$ cat src/rtl/activation_stream_fifo_if.sv
// Handshake bundle between the line-buffer stream reader, this FIFO and the compute array.
// Reader side: i_stream_valid / o_stream_ready / i_stream_data; consumer side: o_data / o_valid / i_ready.
// The master modport is the environment driving the FIFO; the slave modport is the FIFO itself.
interface activation_stream_fifo_if #(
   parameter int DATA_WIDTH = 64,
   parameter int FIFO_DEPTH = 8
);
   logic                                i_stream_valid;
   logic                                o_stream_ready;
   logic [DATA_WIDTH-1:0]               i_stream_data;
   logic [DATA_WIDTH-1:0]               o_data;
   logic                                o_valid;
   logic                                i_ready;
   logic [$clog2(FIFO_DEPTH+1)-1:0]     o_count;

   modport master (
      output i_stream_valid, i_stream_data, i_ready,
      input  o_stream_ready, o_data, o_valid, o_count
   );

   modport slave (
      input  i_stream_valid, i_stream_data, i_ready,
      output o_stream_ready, o_data, o_valid, o_count
   );
endinterface

$ cat src/rtl/activation_stream_fifo.sv
// Captures line-buffer read data returning READ_LATENCY cycles after each read into an FWFT FIFO.
// Latency: read handshake to o_valid is READ_LATENCY+1 cycles when empty; 1 word/cycle sustained.
// Backpressure: reader ready is credit based (stored + in-flight < depth), so returning data never drops.
module activation_stream_fifo #(
   parameter int DATA_WIDTH   = 64,
   parameter int FIFO_DEPTH   = 8,
   parameter int READ_LATENCY = 2
) (
   input  logic                    clk,
   input  logic                    resetn,
   input  logic                    i_local_resetn,
   activation_stream_fifo_if.slave bus
);
   localparam int PTR_W = $clog2(FIFO_DEPTH);
   localparam int CNT_W = $clog2(FIFO_DEPTH + 1);
   localparam int IF_W  = $clog2(READ_LATENCY + 1);
   localparam int SUM_W = $clog2(FIFO_DEPTH + READ_LATENCY + 1);

   logic [READ_LATENCY-1:0] pipe;
   logic [DATA_WIDTH-1:0]   mem [FIFO_DEPTH];
   logic [PTR_W-1:0]        wr_ptr;
   logic [PTR_W-1:0]        rd_ptr;
   logic [CNT_W-1:0]        count;
   logic [IF_W-1:0]         inflight;
   logic [SUM_W-1:0]        credit_used;
   logic                    ready;
   logic                    valid;
   logic                    accept;
   logic                    push;
   logic                    pop;

   // Number of reads still travelling through the line-buffer RAM latency.
   always_comb begin
      inflight = '0;
      for (int i = 0; i < READ_LATENCY; i++) begin
         inflight = inflight + IF_W'(pipe[i]);
      end
   end

   // Every accepted read owns a FIFO slot from handshake until it is popped, so a
   // pop only frees its credit once count has actually dropped (one cycle later).
   assign credit_used = SUM_W'(count) + SUM_W'(inflight);
   assign ready       = resetn && i_local_resetn && (credit_used < SUM_W'(FIFO_DEPTH));
   assign valid       = i_local_resetn && (count != '0);
   assign accept      = bus.i_stream_valid && ready;
   assign push        = pipe[READ_LATENCY-1];
   assign pop         = valid && bus.i_ready;

   assign bus.o_stream_ready = ready;
   assign bus.o_valid        = valid;
   assign bus.o_data         = mem[rd_ptr];
   assign bus.o_count        = count;

   // Valid-only delay pipe mirroring the RAM read latency; data itself is not delayed.
   always_ff @(posedge clk or negedge resetn) begin
      if (!resetn) begin
         pipe <= '0;
      end else if (!i_local_resetn) begin
         pipe <= '0;
      end else begin
         pipe[0] <= accept;
         for (int i = 1; i < READ_LATENCY; i++) begin
            pipe[i] <= pipe[i-1];
         end
      end
   end

   // Pointer and occupancy bookkeeping; a flush drops stored and in-flight words alike.
   always_ff @(posedge clk or negedge resetn) begin
      if (!resetn) begin
         wr_ptr <= '0;
         rd_ptr <= '0;
         count  <= '0;
      end else if (!i_local_resetn) begin
         wr_ptr <= '0;
         rd_ptr <= '0;
         count  <= '0;
      end else begin
         if (push) begin
            wr_ptr <= wr_ptr + PTR_W'(1);
         end
         if (pop) begin
            rd_ptr <= rd_ptr + PTR_W'(1);
         end
         case ({push, pop})
            2'b10:   count <= count + CNT_W'(1);
            2'b01:   count <= count - CNT_W'(1);
            default: count <= count;
         endcase
      end
   end

   // Storage array; cleared on hard reset so o_data reads zero out of reset.
   always_ff @(posedge clk or negedge resetn) begin
      if (!resetn) begin
         for (int i = 0; i < FIFO_DEPTH; i++) begin
            mem[i] <= '0;
         end
      end else if (push && i_local_resetn) begin
         mem[wr_ptr] <= bus.i_stream_data;
      end
   end

   // The credit scheme must make a write into a full FIFO without a pop unreachable.
   assert property (@(posedge clk) disable iff (!resetn || !i_local_resetn)
                    !(push && (count == CNT_W'(FIFO_DEPTH)) && !pop));

endmodule

$ cat src/flat_wrapper.sv
// flat-port wrapper written by rule: the top's interface ports become plain ports
module activation_stream_fifo_flat 
#(
   parameter int DATA_WIDTH   = 64,
   parameter int FIFO_DEPTH   = 8,
   parameter int READ_LATENCY = 2
)
  (clk, resetn, i_local_resetn, bus_i_stream_valid, bus_i_stream_data, bus_i_ready, bus_o_stream_ready, bus_o_data, bus_o_valid, bus_o_count);
  activation_stream_fifo_if #(.DATA_WIDTH(DATA_WIDTH), .FIFO_DEPTH(FIFO_DEPTH)) bus_i ();
  input  logic clk;
  input  logic resetn;
  input  logic i_local_resetn;
  input wire logic [$bits(bus_i.i_stream_valid)-1:0] bus_i_stream_valid;
  input wire logic [$bits(bus_i.i_stream_data)-1:0] bus_i_stream_data;
  input wire logic [$bits(bus_i.i_ready)-1:0] bus_i_ready;
  output wire logic [$bits(bus_i.o_stream_ready)-1:0] bus_o_stream_ready;
  output wire logic [$bits(bus_i.o_data)-1:0] bus_o_data;
  output wire logic [$bits(bus_i.o_valid)-1:0] bus_o_valid;
  output wire logic [$bits(bus_i.o_count)-1:0] bus_o_count;
  assign bus_i.i_stream_valid = bus_i_stream_valid;
  assign bus_i.i_stream_data = bus_i_stream_data;
  assign bus_i.i_ready = bus_i_ready;
  assign bus_o_stream_ready = bus_i.o_stream_ready;
  assign bus_o_data = bus_i.o_data;
  assign bus_o_valid = bus_i.o_valid;
  assign bus_o_count = bus_i.o_count;
  activation_stream_fifo #(.DATA_WIDTH(DATA_WIDTH), .FIFO_DEPTH(FIFO_DEPTH), .READ_LATENCY(READ_LATENCY)) u_core (.clk(clk), .resetn(resetn), .i_local_resetn(i_local_resetn), .bus(bus_i));
endmodule
$ cat config.mk
export PLATFORM = sky130hd
export DESIGN_NAME = activation_stream_fifo_flat
export DESIGN_NICKNAME = d
export VERILOG_FILES = /design/src/rtl/activation_stream_fifo_if.sv /design/src/rtl/activation_stream_fifo.sv /design/src/flat_wrapper.sv
export SDC_FILE = /design/constraint.sdc
export NUM_CORES = 1
export LEC_CHECK = 0
export ABC_AREA = 1
export BUFFER_PORTS_ARGS = -buffer_cell sky130_fd_sc_hd__buf_2
export CAP_MARGIN = 20
export CORE_UTILIZATION = 60
export CTS_CLUSTER_SIZE = 8
export DETAILED_ROUTE_END_ITERATION = 16
export GPL_TIMING_DRIVEN = 0
export PLACE_DENSITY = 0.79
export SYNTH_ARGS = -nofsm -noshare
export SYNTH_HDL_FRONTEND = slang
export SYNTH_SLANG_ARGS = --single-unit
export TNS_END_PERCENT = 10
$ cat constraint.sdc
create_clock -name clk -period 2.4 [get_ports clk]
set_input_delay 0.12 -clock clk [delete_from_list [all_inputs] [get_ports clk]]
set_output_delay 0.12 -clock clk [all_outputs]
set_load 0.01 [all_outputs]
Word level (Yosys, flattened, before mapping)
Index checks and enable logic that the tools add are counted.

Register bits: 524. Bits in latches: 0. RAM bits: 0. ROM bits: 0. Input bits: 69. Memories: 0.

Add/sub/neg operators: 6. Multiply operators: 0. Div/mod/pow operators: 0. Order comparisons: 4. Eq/ne operators: 5. Shifts and indexed selects: 0. Mux-type cells: 13. Bitwise logic cells: 2. Reductions and logical operators: 8.

Operators with widths (count): bitwise mux 512 bit (1); binary-select mux 64 bit (select 3 bit) (1); demux 64 bit (select 3 bit) (1); two-way mux 64 bit (3); two-way mux 3 bit (4); greater-or-equal comparator 4 bit (second input constant) (2); inverter 3 -> 4 bit (2); case mux 4 bit (2 select lines) (1); logical AND 1 bit (7); adder 3 x 1 -> 3 bit (second input constant) (2); adder 4 x 1 -> 4 bit (second input constant) (1); adder 4 x 2 -> 4 bit (1); < comparator 4 x 1 -> 1 bit (second input constant) (1); < comparator 4 bit (second input constant) (1); two-way mux 4 bit (1); != test 2 x 1 -> 1 bit (second input constant) (2); nonzero test 4 bit (1); subtractor 4 x 1 -> 4 bit (second input constant) (1); != test 3 x 1 -> 1 bit (second input constant) (1); adder 1 x 1 -> 2 bit (1); equality test 2 x 1 -> 1 bit (second input constant) (1); equality test 2 bit (second input constant) (1); two-way mux 2 bit (1).

Longest topological paths before layout
Gate-level depths: netlist (run 1).

Depth after elaboration: 6. Depth in mapped cells: 13. Gate-level depth less buffers: 13.

Least setup slack after synthesis (run 1)
Ideal clock, no wire load.

Kind: register -> register. Start: register u_core.count[0] (netlist: u_core.bus.o_count[0]). End: register u_core.count[3] (netlist: u_core.bus.o_count[3]). Setup time: 0.117 ns. Data arrival time: 1.806 ns. Slack: 0.477 ns. Stages on the path, launching flop included: 14. Path buffers: 0. Clock period less this slack: 1.923 ns. Cell sequence: dfrtp_1 -> nor2_1 -> nand2_1 -> nand3_1 -> nor2_1 -> ha_1 -> a21oi_1 -> nand2_1 -> nand2_1 -> nand2_1 -> nand2_1 -> nand2_1 -> nand2_1 -> nand2_1.

Cells in the longest elaborated chain, start to end: 6. Elaborated cells on any way between the ends: 10.

Ends and longest elaborated chain: start, declared (RTL line activation_stream_fifo.sv:23) `logic [CNT_W-1:0] count;`; start signal, assigned (RTL line activation_stream_fifo.sv:86) `2'b10: count <= count + CNT_W'(1);`; start signal, assigned (RTL line activation_stream_fifo.sv:87) `2'b01: count <= count - CNT_W'(1);`; start signal, assigned (RTL line activation_stream_fifo.sv:88) `default: count <= count;`; nonzero test 4 bit (RTL line activation_stream_fifo.sv:44) `assign valid = i_local_resetn && (count != '0);`; logical AND 1 bit (RTL line activation_stream_fifo.sv:44); logical AND 1 bit (RTL line activation_stream_fifo.sv:47) `assign pop = valid && bus.i_ready;`; equality test 2 x 1 -> 1 bit / equality test 2 bit (equally long branches) (RTL line activation_stream_fifo.sv:85) `case ({push, pop})`; case mux 4 bit (2 select lines) (RTL line activation_stream_fifo.sv:85); two-way mux 4 bit (RTL line activation_stream_fifo.sv:74) `end else if (!i_local_resetn) begin`.

Several ways; a longest one is shown, not always the timed one. A chain may end at the register's enable or synchronous reset.

Worst setup path in the final report (run 1)
Start: register u_core.rd_ptr[0]. End: output bus_o_data[40].

Cells in the longest elaborated chain, start to end: 4.

Ends and longest elaborated chain: start, declared (RTL line activation_stream_fifo.sv:22) `logic [PTR_W-1:0] rd_ptr;`; start signal, assigned (RTL line activation_stream_fifo.sv:83) `rd_ptr <= rd_ptr + PTR_W'(1);`; inverter 3 -> 4 bit (implied by the code) (RTL line activation_stream_fifo.sv:51) `assign bus.o_data = mem[rd_ptr];`; binary-select mux 64 bit (select 3 bit) (RTL line activation_stream_fifo.sv:51); two-way mux 64 bit (implied by the code) (2 in series) (RTL line activation_stream_fifo.sv:51); end, declared (RTL line flat_wrapper.sv:17) `output wire logic [$bits(bus_i.o_data)-1:0] bus_o_data;`.

No other way between the ends. The select of a mux whose other input is x is not followed.

==> flow_summary.yaml, run 1 <==
sta:
  worst_pin_slew_ps: 715
  tns_ps: -42.2
  final_hold_viol_count: 0
  min_period_ps: 2420
  slew_headroom: 0.523
  holdWs_ps: 201
  rsz0062_at_grt: "true"
  fin_skew_ps: 21.4
  fin_crit_sh: 1.01
  finalSetupViolCount: 6
  clock.fmax_ghz: 0.414
  layout_setup_ws_ps: -18.3
  final_max_slew_viol_count: 0
global_route:
  grt-ovfl-total: 0
  grt_pass1_wl_um: 111000
  grt_pass1_vias: 21025
  grt_max_degree: 129
  grt_antenna_before_repair: 1
  grtUsageTotal: 0.364
floorplanning:
  rows: 71
  io_pins: 139
  die_y_um: 199
  start_util: 0.614
  die_area_um2: 39600
  coreArea_um2: 37900
  fp.dieW_um: 199
drt:
  dr.first_iter.drc_count: 2357
  wirelength_um: 70700
  dr.pass1.iters: 6
  via_count: 21312
  vias_per_cell: 6.01
  wire_per_inst_um: 19.9
  ant_nets: 0
  drc_errors: 0
logic_synthesis:
  ys_seq_area_frac: 0.563
  syn_nets: 2812
  async_reset_ff_frac: 1.00
  synth.distinct_cells: 30
  synth_common_cells: "743 x nand2_1, 582 x o21ai_0, 524 x dfrtp_1"
  synth_edf_count: 0
  ys_warn_count: 0
  ys_seq_elements: 524
  synth.top_cell.area_share: 0.563
  synthCells: 2737
  syn_area_per_cell_um2: 8.52
  post-synth-top-area-cell: "dfrtp_1"
  syn_area_um2: 23300
  synth_area_leaders: "dfrtp_1 56%, o21ai_0 12%, nand2_1 12%"
  yosysMostFrequentCell: "nand2_1"
  synthFlopType: "dfrtp_1"
worst_setup_path:
  slowest_delay_ps: 470
  path_common_cell: "nand2_1"
  crit_path_cell_trace: "buf_12 -> clkbuf_1 -> o21ai_0 -> o21ai_1 -> nand2_1 -> nand2_1 -> buf_2"
  cp.arrival_ps: 2300
  path_delay_family: "buffers and inverters"
  setup.worst_path.start_class: "register"
  cp_max_fo: 10
  critPathRequiredTime_ps: 2280
  cp_slowest_cell: "dfrtp_4"
  path_buf_inv: 3
  endpoint_kind: "output port"
  crit_type: "reg2out"
layout:
  area_growth_pct: 19.4
  fill_cells: 2788
  fin_nets: 3105
  stdcell_count: 3549
  drive_gt1_frac: 0.135
clock_network:
  clk_latency_ps: 580
  cts_max_path_buffers: 3
  cts_made_buffers: 75
  clk_pin_slew_ps: 50
  htree_levels: 3
  tritoncts: "done"
  cts_root_buf: "clkbuf_16"
  clock_sinks: 524
outcome:
  status: "complete, but fails checks"
  failed_checks: "setup timing"
power:
  power_frac_comb: 0.100
  p_seq_frac: 0.452
  p_leak_uw: 0.0135
  irDropWorstVdd_v: 0.000554
  clkPwrFrac: 0.448
  p_sw_uw: 5060
  sw_frac_of_total: 0.246
  p_per_area_nw_per_um2: 740
  internal-power_uw: 15500
placed_design:
  gp_congestion: 0.908
  dp.cells: 3389
  port-buffer-count: 137
  place_hpwl_um: 47500
min_path:
  hold_class: "in2async"
flow_run:
  drv_cap: 0
==> flip-flops by register name, indices dropped and copies added, names as in the netlist <==
register,count
u_core.rd_ptr,3
u_core.wr_ptr,3
u_core.pipe,2
u_core.mem,512
u_core.bus.o_count,4
==> kinds of logic after synthesis <==
group	synth area share
fa+ha+maj	0.00354
simple gates	0.166
compound gates	0.185
flops	0.563
mux	0.0275
xor+xnor	0.000752
buf+inv	0.0551
==> power groups by stage <==
stage               logic (uW)  registers, uW  clock network (uW)
detailed placement        1860           9420                   0
global placement          1790           9410                   0
global route              2300           9320                9590
floorplan                 1050           9380                   0
finish                    2060           9300                9230
CTS                       2000           9290                9220
==> metal layers <==
metal / GRT usage / up-vias / wire length (um)
met5: 0 / - / 0
met3: 0.0738 / 207 / 6240
li1: - / 9609 / -
met1: 0.488 / 10404 / 28700
met4: 0.159 / 0 / 2680
met2: 0.576 / 1092 / 33000
==> worst register-to-register path, cell delays in order, from the launching register on <==
cell	delay [ps]
dfrtp_1	560
nand2_2	220
nor2_4	60
nand2_1	70
buf_2	460
clkbuf_1	580
o21ai_0	190
==> through the flow <==
stage | instance area [um^2] | setup WS, ps | power [uW] | util
after floorplan | 23300 | 477 | 10400 | -
after global placement | 24600 | -9120 | 11200 | 0.649
after detailed placement | 24800 | -173 | 11300 | 0.653
after CTS | 27600 | -18.8 | 20500 | 0.728
after global routing | 27800 | -104 | 21200 | 0.733
final | 27800 | -18.3 | 20600 | 0.734
==> repair_timing <==
| action | in CTS | in global routing |
|---|---|---|
| gates resized for setup | 78 | 70 |
| buffers inserted | 2 | 2 |
| endpoints found under the setup margin | 64 | 67 |
| pin swaps | 2 | 2 |
| hold endpoints to repair | 565 | 0 |
| hold buffers | 70 | 0 |
| gates cloned | 0 | 1 |
==> placed cells by master, fill, tap and decap left out, types with 34 or more instances in the layout <==
cell,count
clkbuf_16,78
clkbuf_2,34
o21ai_0,578
o22ai_1,63
dfrtp_1,521
o21ai_1,192
dlygate4sd3_1,69
nand2_1,731
buf_2,206
inv_1,73
mux2i_1,61
clkbuf_1,60
nor2_1,246
==> cell type report <==
cell class,instances,area [um^2],area share
diodes,4,10.0,0.000360
plain buffers,203,1200,0.0433
clock buffers,78,1930,0.0694
clock inverters,3,22.5,0.000809
inverters,75,282,0.0101
multi-input cells,1935,9030,0.324
flip-flops and latches,524,13100,0.471
well taps,511,639,0.0230
repair buffers,216,1600,0.0574
==> path summary, 6_finish.rpt <==
kind	from	endpoint	slack [ps]	cells past startpoint
max	u_core.rd_ptr[0]$_DFFE_PN0P_	bus_o_data[40]	-20	7
min	resetn	u_core.mem[256]$_DFFE_PN0P_	200	3
max reg2reg	u_core.pipe[1]$_DFF_PN0_	u_core.mem[433]$_DFFE_PN0P_	110	6
min reg2reg	u_core.mem[327]$_DFFE_PN0P_	u_core.mem[327]$_DFFE_PN0P_	480	2
max in group asynchronous	resetn	u_core.bus.o_count[0]$_DFFE_PN0P_	1140	4
min in group clk	bus_i_ready	u_core.rd_ptr[1]$_DFFE_PN0P_	360	4
Power figures use the tool's default switching activity.
==> run 2, diff against run 1 <==
- REMOVE_ABC_BUFFERS: not set -> 1
==> flow_summary.yaml, run 2 (synthesized netlist as in run 1, its figures left out) <==
outcome:
  status: "complete, but fails checks"
  failed_checks: "setup timing"
drt:
  via_count: 20997
  wirelength_um: 71000
  vias_per_cell: 6.18
  dr.pass1.iters: 7
  drc_errors: 0
  wire_per_inst_um: 20.9
  ant_nets: 0
  dr.first_iter.drc_count: 2534
placed_design:
  place_hpwl_um: 31100
  dp_slack_ps: -413
  dpl-instance-area_um2: 24300
  gp_congestion: 0.771
  port-buffer-count: 138
layout:
  regMostFlops: "u_core.mem"
  final_util: 0.738
  final_cell_mix: "729 x nand2_1, 579 x o21ai_0, 521 x dfrtp_1"
  area_growth_pct: 20.0
  fill_cells: 2691
  fin_area_um2: 28000
  largest_reg_flops: 512
  fin_nets: 2952
  drive_gt1_frac: 0.108
  final_common_cell: "nand2_1"
sta:
  worst_pin_slew_ps: 785
  slew_headroom: 0.477
  rsz0062_at_grt: "true"
  final_hold_viol_count: 0
  fin_skew_ps: 13.8
  fin_crit_sh: 1.01
  final_max_slew_viol_count: 0
  clock.fmax_ghz: 0.414
  layout_setup_ws_ps: -17.9
  finalSetupViolCount: 3
  min_period_ps: 2420
floorplanning:
  start_util: 0.614
  io_pins: 139
  die_y_um: 199
  coreArea_um2: 37900
  fp.dieW_um: 199
  rows: 71
  die_area_um2: 39600
min_path:
  hold_class: "in2async"
clock_network:
  cts_root_buf: "clkbuf_16"
  clk_latency_ps: 590
  clk_pin_slew_ps: 60
  cts_made_buffers: 75
  clock_sinks: 524
  cts_max_path_buffers: 3
  tritoncts: "done"
  htree_levels: 3
worst_setup_path:
  cp.arrival_ps: 2300
  critPathRequiredTime_ps: 2280
  endpoint_kind: "output port"
  cp_max_fo: 32
  crit_type: "reg2out"
  setup.worst_path.start_class: "register"
power:
  p_per_area_nw_per_um2: 750
  irDropWorstVdd_v: 0.000537
  p_leak_uw: 0.0135
global_route:
  grt_antenna_before_repair: 1
  grt_max_degree: 131
  grt-ovfl-total: 0
  grt_pass1_wl_um: 108000
  grt_pass1_vias: 20952
  grtUsageTotal: 0.353
flow_run:
  drv_cap: 0
run 2: cell types whose count changed in the layout (fill, tap and decap cells not counted), moves of 9 or more:
cell and change:
buf_2 -73, clkbuf_1 -57, buf_16 +20, buf_6 -9, clkbuf_2 -34, clkbuf_16 +11
run 2: power breakdown:
part           internal, uW  switching [uW]  leakage, uW  total (uW)
logic                   790            1280      0.00528        2070
registers              9140             166      0.00723        9300
clock network          5980            3640      0.00102        9620
run 2: worst max-delay path: stages (launching register included):
cell and delay (ps):
dfrtp_4 490, buf_4 230, buf_16 230, nor2_1 100
nor2_1 140, o21ai_1 100, o21ai_1 90, nand2_1 70
nand2_1 110, buf_2 150
run 2: repair_timing:
item,CTS,global route
setup endpoints to repair,64,58
setup buffers,10,3
resized for setup,17,30
cloned,16,8
hold buffers,69,0
pin swaps,2,0
hold endpoints to repair,578,0
run 2: layer usage:
metal	vias up	global-route usage	share of wire
li1	9312	-	-
met1	10062	0.462	0.38
met2	1343	0.567	0.47
met3	280	0.0667	0.11
met4	0	0.175	0.047
met5	-	0	0
run 2: final timing paths:
kind,startpoint,end,slack [ps],cells past startpoint
max in group asynchronous,resetn,u_core.mem[94]$_DFFE_PN0P_,1150,3
hold reg to reg,u_core.mem[101]$_DFFE_PN0P_,u_core.mem[101]$_DFFE_PN0P_,480,2
hold / removal,resetn,u_core.mem[10]$_DFFE_PN0P_,150,2
setup / recovery,u_core.rd_ptr[0]$_DFFE_PN0P_,bus_o_data[44],-20,9
min in group clk,bus_i_ready,u_core.rd_ptr[1]$_DFFE_PN0P_,370,4
setup reg to reg,u_core.pipe[1]$_DFF_PN0_,u_core.mem[315]$_DFFE_PN0P_,140,5
run 2: final cells by class:
type	count	area, um^2	area share
sequential	524	13100	0.469
clock buffer	84	2040	0.0728
clock inverter	1	30.0	0.00107
timing repair buffer	263	2770	0.0989
antenna	1	2.50	0.0000894
timing repair inverter	3	26.3	0.000939
inverter	75	320	0.0114
tap	511	639	0.0229
multi-input combinational	1935	9030	0.323
run 2: through the flow:
step	total power, uW	hold slack (ps)	instances	TNS [ps]
floorplan	10400	-176	2534	-577240
global placement	11200	381	3183	-6635370
detailed placement	11200	166	3205	-14630
CTS	20900	153	3385	-18.9
global route	21600	194	3397	-484
finish	21000	146	3397	-43.2
